`src/rtl/riscv_pkg.sv`:
```
// rtl/riscv_pkg.sv - shared RV32 core constants for the writeback / register file slice
//
// Contents:
//   XLEN        data width of registers and writeback buses
//   REG_ADDR_W  register index width
//   NUM_REGS    architectural register count (x0 included)
//   REG_ZERO    index of the hardwired-zero register
package riscv_pkg;

  localparam int XLEN       = 32;
  localparam int REG_ADDR_W = 5;
  localparam int NUM_REGS   = 32;

  localparam logic [REG_ADDR_W-1:0] REG_ZERO = 5'd0;

endpackage

```
`src/rtl/wb_mux.sv`:
```
// rtl/wb_mux.sv - 3-way writeback value select, shared with the EX forwarding path
//
// Ports:
//   alu_jump  in   XLEN  ALU result / jump link address
//   mem       in   XLEN  load data
//   imm       in   XLEN  immediate (LUI)
//   sel_lw    in   1     pick load data (highest priority)
//   sel_lui   in   1     pick immediate (only when sel_lw=0)
//   data      out  XLEN  selected value
module wb_mux
  import riscv_pkg::*;
#(
  parameter int W = XLEN
) (
  input  logic [W-1:0] alu_jump,
  input  logic [W-1:0] mem,
  input  logic [W-1:0] imm,
  input  logic         sel_lw,
  input  logic         sel_lui,
  output logic [W-1:0] data
);

  always_comb begin
    data = alu_jump;
    if (sel_lw) begin
      data = mem;
    end else if (sel_lui) begin
      data = imm;
    end
  end

endmodule

```
`src/rtl/wb_regfile.sv`:
```
// rtl/wb_regfile.sv - writeback stage plus x0..x31 register file with retired-write counter
//
// Optional feature macro: WB_REGFILE_BYPASS_EN (write-through of the WB value onto the read ports)
//
// Ports:
//   clk          in   1      clock, all state on posedge
//   reset        in   1      synchronous active-high reset
//   wb_alu_jump  in   XLEN   ALU result / jump link address from MEM/WB
//   wb_mem       in   XLEN   load data from MEM/WB
//   wb_imm       in   XLEN   immediate from MEM/WB
//   wb_rd        in   5      destination register index
//   wb_esc_reg   in   1      register write enable
//   wb_lw        in   1      select load data
//   wb_lui       in   1      select immediate
//   rs1_addr     in   5      read port 1 index
//   rs2_addr     in   5      read port 2 index
//   rs1_data     out  XLEN   read port 1 data (combinational)
//   rs2_data     out  XLEN   read port 2 data (combinational)
//   wb_data      out  XLEN   selected writeback value
//   wb_we        out  1      effective write strobe
//   retired_cnt  out  CNT_W  committed register write count
module wb_regfile
  import riscv_pkg::*;
#(
  parameter int XLEN     = 32,
  parameter int NUM_REGS = 32,
  parameter int CNT_W    = 32
) (
  input  logic                  clk,
  input  logic                  reset,
  input  logic [XLEN-1:0]       wb_alu_jump,
  input  logic [XLEN-1:0]       wb_mem,
  input  logic [XLEN-1:0]       wb_imm,
  input  logic [REG_ADDR_W-1:0] wb_rd,
  input  logic                  wb_esc_reg,
  input  logic                  wb_lw,
  input  logic                  wb_lui,
  input  logic [REG_ADDR_W-1:0] rs1_addr,
  input  logic [REG_ADDR_W-1:0] rs2_addr,
  output logic [XLEN-1:0]       rs1_data,
  output logic [XLEN-1:0]       rs2_data,
  output logic [XLEN-1:0]       wb_data,
  output logic                  wb_we,
  output logic [CNT_W-1:0]      retired_cnt
);

  logic [XLEN-1:0]  regs [NUM_REGS];
  logic [CNT_W-1:0] cnt_q;

  wb_mux #(.W(XLEN)) u_wb_mux (
    .alu_jump (wb_alu_jump),
    .mem      (wb_mem),
    .imm      (wb_imm),
    .sel_lw   (wb_lw),
    .sel_lui  (wb_lui),
    .data     (wb_data)
  );

  // The MEM/WB bubble (esc_reg=1, rd=0) must not commit or count.
  assign wb_we = wb_esc_reg && (wb_rd != REG_ZERO);

  // regs[0] is cleared on reset and never written, but reads of index 0
  // are forced to zero anyway so the x0 guarantee does not depend on reset.
  always_ff @(posedge clk) begin
    if (reset) begin
      for (int i = 0; i < NUM_REGS; i++) begin
        regs[i] <= '0;
      end
      cnt_q <= '0;
    end else if (wb_we) begin
      regs[wb_rd] <= wb_data;
      cnt_q       <= cnt_q + CNT_W'(1);
    end
  end

  assign retired_cnt = cnt_q;

  always_comb begin
    rs1_data = (rs1_addr == REG_ZERO) ? '0 : regs[rs1_addr];
    rs2_data = (rs2_addr == REG_ZERO) ? '0 : regs[rs2_addr];
`ifdef WB_REGFILE_BYPASS_EN
    // Write-through: wb_we already excludes rd=0, so x0 stays zero here too.
    if (wb_we && (rs1_addr == wb_rd)) begin
      rs1_data = wb_data;
    end
    if (wb_we && (rs2_addr == wb_rd)) begin
      rs2_data = wb_data;
    end
`else
    // No write-through: the decode stage sees the pre-write value and the
    // hazard unit stalls one cycle on a WB->ID RAW dependency.
`endif
  end

endmodule

```
`config.mk`:
```
export PLATFORM = sky130hd
export DESIGN_NAME = wb_regfile
export DESIGN_NICKNAME = d
export VERILOG_FILES = /design/src/rtl/riscv_pkg.sv /design/src/rtl/wb_mux.sv /design/src/rtl/wb_regfile.sv
export SDC_FILE = /design/constraint.sdc
export NUM_CORES = 2
export LEC_CHECK = 0
export BUFFER_PORTS_ARGS = -buffer_cell sky130_fd_sc_hd__buf_4
export CAP_MARGIN = 15
export CORE_MARGIN = 4
export CORE_UTILIZATION = 67
export CTS_CLUSTER_SIZE = 24
export DETAILED_ROUTE_END_ITERATION = 8
export HOLD_SLACK_MARGIN = 0.12
export PLACE_DENSITY_LB_ADDON = 0.15
export SLEW_MARGIN = 10
export SYNTH_ARGS = -nofsm -noshare
export SYNTH_HDL_FRONTEND = slang
export SYNTH_SLANG_ARGS = --single-unit
```
`constraint.sdc`:
```
create_clock -name clk -period 8 [get_ports clk]
set_clock_uncertainty 0.2 [all_clocks]
set_input_delay 1.2 -clock clk [delete_from_list [all_inputs] [get_ports clk]]
set_output_delay 1.2 -clock clk [all_outputs]
set_load 0.05 [all_outputs]
```
Yosys cells after proc, flatten, opt, wreduce, memory -nomap -nowiden --
Memories as Yosys holds them, arrays and structs flattened. Cells that the tools add are included.
Cells by class: add/subtract/negate cells 1, multiplexer cells 12, reductions and logical operators 5
Operator list (count):
- 32-bit two-way mux | 5
- 32-bit by 1-bit adder with 32-bit output (second input constant) | 1
- 32-bit OR reduction | 1
- 5-bit zero test | 2
- 1-bit two-way mux | 6
- 5-bit two-way mux | 1
- 5-bit nonzero test | 1
- 1-bit logical AND | 1
Storage, ports and cells: memories 1, bits in writable memories 1024, logic and storage cells 20, flip-flop bits (word level) 32, output and inout port bits 129
Memory list:
- regs | words 32, bits a word 32, rd ports 2, clocked after memory_dff 0, write ports 32, RTL line wb_regfile.sv:47 | logic [XLEN-1:0] regs [NUM_REGS];

Logic depth before layout (Yosys ltp) --
word-level depth 7, mapped depth 8, gate-level depth less buffers 4

Modules after synthesis --
Synthesis repeated with hierarchy kept, for this count alone.
Unflattened totals: cells, all modules 3951, area, all modules 56893.3 µm²
Modules (own cells, without submodules):
- wb_regfile | seq. area each 31390.1 µm², area an instance 56178.9 µm², cells each 3844, times used 1
- wb_mux | seq. area each 0.0 µm², area an instance 714.4 µm², cells each 107, times used 1

Worst setup path after synthesis --
OpenSTA, ideal clock, no wires.
path kind in2out, from input port rs1_addr[1], to output port rs1_data[11], stages 7, data required time 6600 ps, setup slack 2987 ps, data arrival time 3613 ps, buffers on the path 3, cell sequence buf_4 buf_2 nor2b_1 buf_2 a221oi_1 o21ai_0 a311oi_1
On the way: word-level cells in the longest chain between the ends 2, elaborated cells between the ends (all ways) 3, classes of those cells mux (1); reduce/logical (1); memory (1)
RTL lines:
- from (decl) | RTL line wb_regfile.sv:38 | input logic [REG_ADDR_W-1:0] rs1_addr,
- memory 32 x 32 bit or 5-bit zero test (tied branches)
- 32-bit two-way mux * | RTL line wb_regfile.sv:79 | rs1_data = (rs1_addr == REG_ZERO) ? '0 : regs[rs1_addr];
- to (decl) | RTL line wb_regfile.sv:40 | output logic [XLEN-1:0] rs1_data,
Mark *: on every way between the ends. The rest lies on a longest branch, timed or not.

Worst setup path after layout --
from input port rs2_addr[0], to output port rs2_data[0]
On the way: word-level cells in the longest chain between the ends 2, elaborated cells between the ends (all ways) 3, classes of those cells mux (1); reduce/logical (1); memory (1)
RTL lines:
- from (decl) | RTL line wb_regfile.sv:39 | input logic [REG_ADDR_W-1:0] rs2_addr,
- memory 32 x 32 bit or 5-bit zero test (tied branches)
- 32-bit two-way mux * | RTL line wb_regfile.sv:80 | rs2_data = (rs2_addr == REG_ZERO) ? '0 : regs[rs2_addr];
- to (decl) | RTL line wb_regfile.sv:41 | output logic [XLEN-1:0] rs2_data,
Marks and branches as above.

==> run_results.csv <==
group,metric,value,unit
global_route,grt_pass1_vias,38300,
clock_tree,cts_max_path_buffers,3,
clock_tree,cts_made_buffers,105,
clock_tree,post-cts-setup-buffers,0,
timing,finalCriticalPeriod,6.31,ns
synth,ys_ff_latch,1056,
clock_tree,path_clk_slew,0.06,ns
critical_path,r2r_cells,4,
hold_path,hp-start,"retired_cnt[22]",
routing,remaining_drc_errors,0,
finish,regArea,31400,sq um
run_status,status,"complete, no violations",
finish,final_common_cell,"nor2_1",
hold_path,hold_depth,2,
clock_tree,hold_buffers,0,
routing,wl,171000,microns
timing,finalSetupViolations,0,
timing,tns,0,ns
power,p_total,13.5,mW
global_route,grt_use_total,0.398,
clock_tree,cts-resized-gates,0,
timing,clock.fmax,158,MHz
finish,multi_input_area,21500,sq um
placed_design,post_dp_cell_area,57200,sq um
routing,vias_per_cell,7.40,
placed_design,dp_hpwl,104000,microns
power,powerDensity,222,nW/um^2
critical_path,path_class,"input pin to output port",
synth,netlist_area,54500,sq um
synth,yosysUniqueCellTypes,49,
finish,area_growth,11.3,%
floorplan,coreArea,80500,sq um
floorplan,die_area,85900,sq um
critical_path,cp-end-kind,"output port",
timing,maxSlewHeadroom,0.126,
critical_path,cp.required,6.60,ns
critical_path,worstPathArrival,4.91,ns
clock_tree,root_buffer,"clkbuf_16",
clock_tree,insertion_delay,0.67,ns
clock_tree,cts_tree,"yes",
critical_path,path_max_fanout,32,
floorplan,initial_core_util,0.676,
run,cap_viol_max_count,0,
synth,synth_edf_count,1024,
timing,rsz0062_at_grt,"no",
finish,n_fill_cell,4918,
clock_tree,clock_sinks,1056,
placed_design,port-buffer-count,244,
finish,fin_nets,4185,
synth,yosysSeqAreaShare,0.576,
critical_path,startpoint,"rs2_addr[0]",
finish,mostFrequentLayoutCells,"nor2_1, edfxtp_1, mux4_2",
synth,dominantRegCellSynth,"edfxtp_1",
floorplan,pin_count,245,
critical_path,r2r-start,"retired_cnt[0]",
timing,maxSlewViolCount,0,
floorplan,die_h,293,microns
timing,hold_viol_final,0,
power,peakVddDrop,0.000188,V
power,static-leakage-power,21.2,nW
global_route,antenna_found_initial,4,
global_route,grt_overflow,0,
synth,postSynth.asyncResetShare,0,
placed_design,gp_congestion,0.964,
synth,synth_warnings,0,
global_route,grt_pass1_wl,250000,microns
routing,drt-initial-drc-count,6399,
routing,drtAntennaViolNets,0,
routing,firstDrtPassIters,7,
finish,fin_area,60600,sq um
timing,max_slew.worst_pin.slew,1.31,ns
hold_path,hp-class,"register to register",
routing,vias,38600,
critical_path,start_kind,"input pin",
global_route,grt_max_degree,94,
clock_tree,htreeDepth,3,
synth,syn-mean-instance-area,13.7,sq um
timing,final.period_utilization,0.789,
synth,postSynthCellCount,3989,
finish,layout-drive-gt1-share,0.269,
floorplan,rows,104,
floorplan,die_w,293,microns
routing,wl_per_cell,32.9,microns
[metrics by stage]
step | worst slack [ns] | hold WS, ns | util | std cells
floorplan | 2.99 | 0.512 | - | 4020
global placement | 1.95 | 0.278 | 0.710 | 5021
detailed placement | 1.95 | 0.293 | 0.710 | 5021
CTS | 1.94 | 0.304 | 0.753 | 5208
global route | 1.70 | 0.333 | 0.753 | 5208
finish | 1.69 | 0.302 | 0.753 | 5211
[state kept, by name, summed over array words and instances (netlist names)]
register,count
regs,1024
retired_cnt,32
[Yosys cell counts, types with 32 or more instances]
library cell / number / share of area
nor2_1: 1044 / 0.072
edfxtp_1: 1024 / 0.56
mux4_2: 448 / 0.19
clkbuf_1: 296 / 0.020
nand2_1: 169 / 0.012
mux2i_1: 161 / 0.030
buf_2: 102 / 0.0094
nor2b_1: 76 / 0.0087
o21ai_0: 76 / 0.0070
a211oi_1: 64 / 0.0088
a22oi_1: 64 / 0.0088
a311oi_1: 64 / 0.010
mux2_2: 64 / 0.013
a21oi_1: 52 / 0.0048
o2111ai_1: 50 / 0.0080
inv_1: 37 / 0.0025
dfxtp_1: 32 / 0.012
[critical path: stages]
cell and delay (ns):
buf_4 0.59, clkinv_2 0.68, buf_4 0.52, mux2_2 0.39, o21ai_0 0.16, a311oi_1 0.93
buf_4 0.35
[cells by family after synthesis]
family | share of synthesized area
and+or+nand+nor | 0.103
DFF | 0.576
muxes | 0.230
buffers and inverters | 0.0360
AOI/OAI and AO/OA | 0.0537
xor gates and xnor gates | 0.000482
adders and majority gates | 0.000230
other | 0.0000688
[metal layers]
metal / part of all wire / up-vias / global-route usage
met1: 0.32 / 19100 / 0.526
li1: - / 15300 / -
met3: 0.14 / 679 / 0.100
met4: 0.082 / 0 / 0.261
met5: 0 / - / 0
met2: 0.46 / 3442 / 0.596
[power breakdown]
group / total (mW) / leakage (nW) / internal, mW / switching, mW
logic: 1.96 / 9.50 / 0.709 / 1.25
clock network: 4.97 / 1.65 / 2.83 / 2.14
registers: 6.52 / 10.0 / 6.36 / 0.158
[final timing paths]
path	to	slack, ns
worst max-delay path	rs2_data[0]	1.69
worst max register to register	retired_cnt[30]	5.54
worst min-delay path	retired_cnt[22]	0.30
worst min register to register	retired_cnt[22]	0.30
[cell type report]
| type | count | area share |
|---|---|---|
| multi-input cells | 2497 | 0.354 |
| diodes | 3 | 0.000124 |
| clock buffers | 126 | 0.0460 |
| inverters | 37 | 0.00231 |
| repair buffers | 371 | 0.0475 |
| flip-flops and latches | 1056 | 0.518 |
| clock inverters | 61 | 0.00995 |
| well taps | 1060 | 0.0219 |
(Power assumes the default switching activity.)
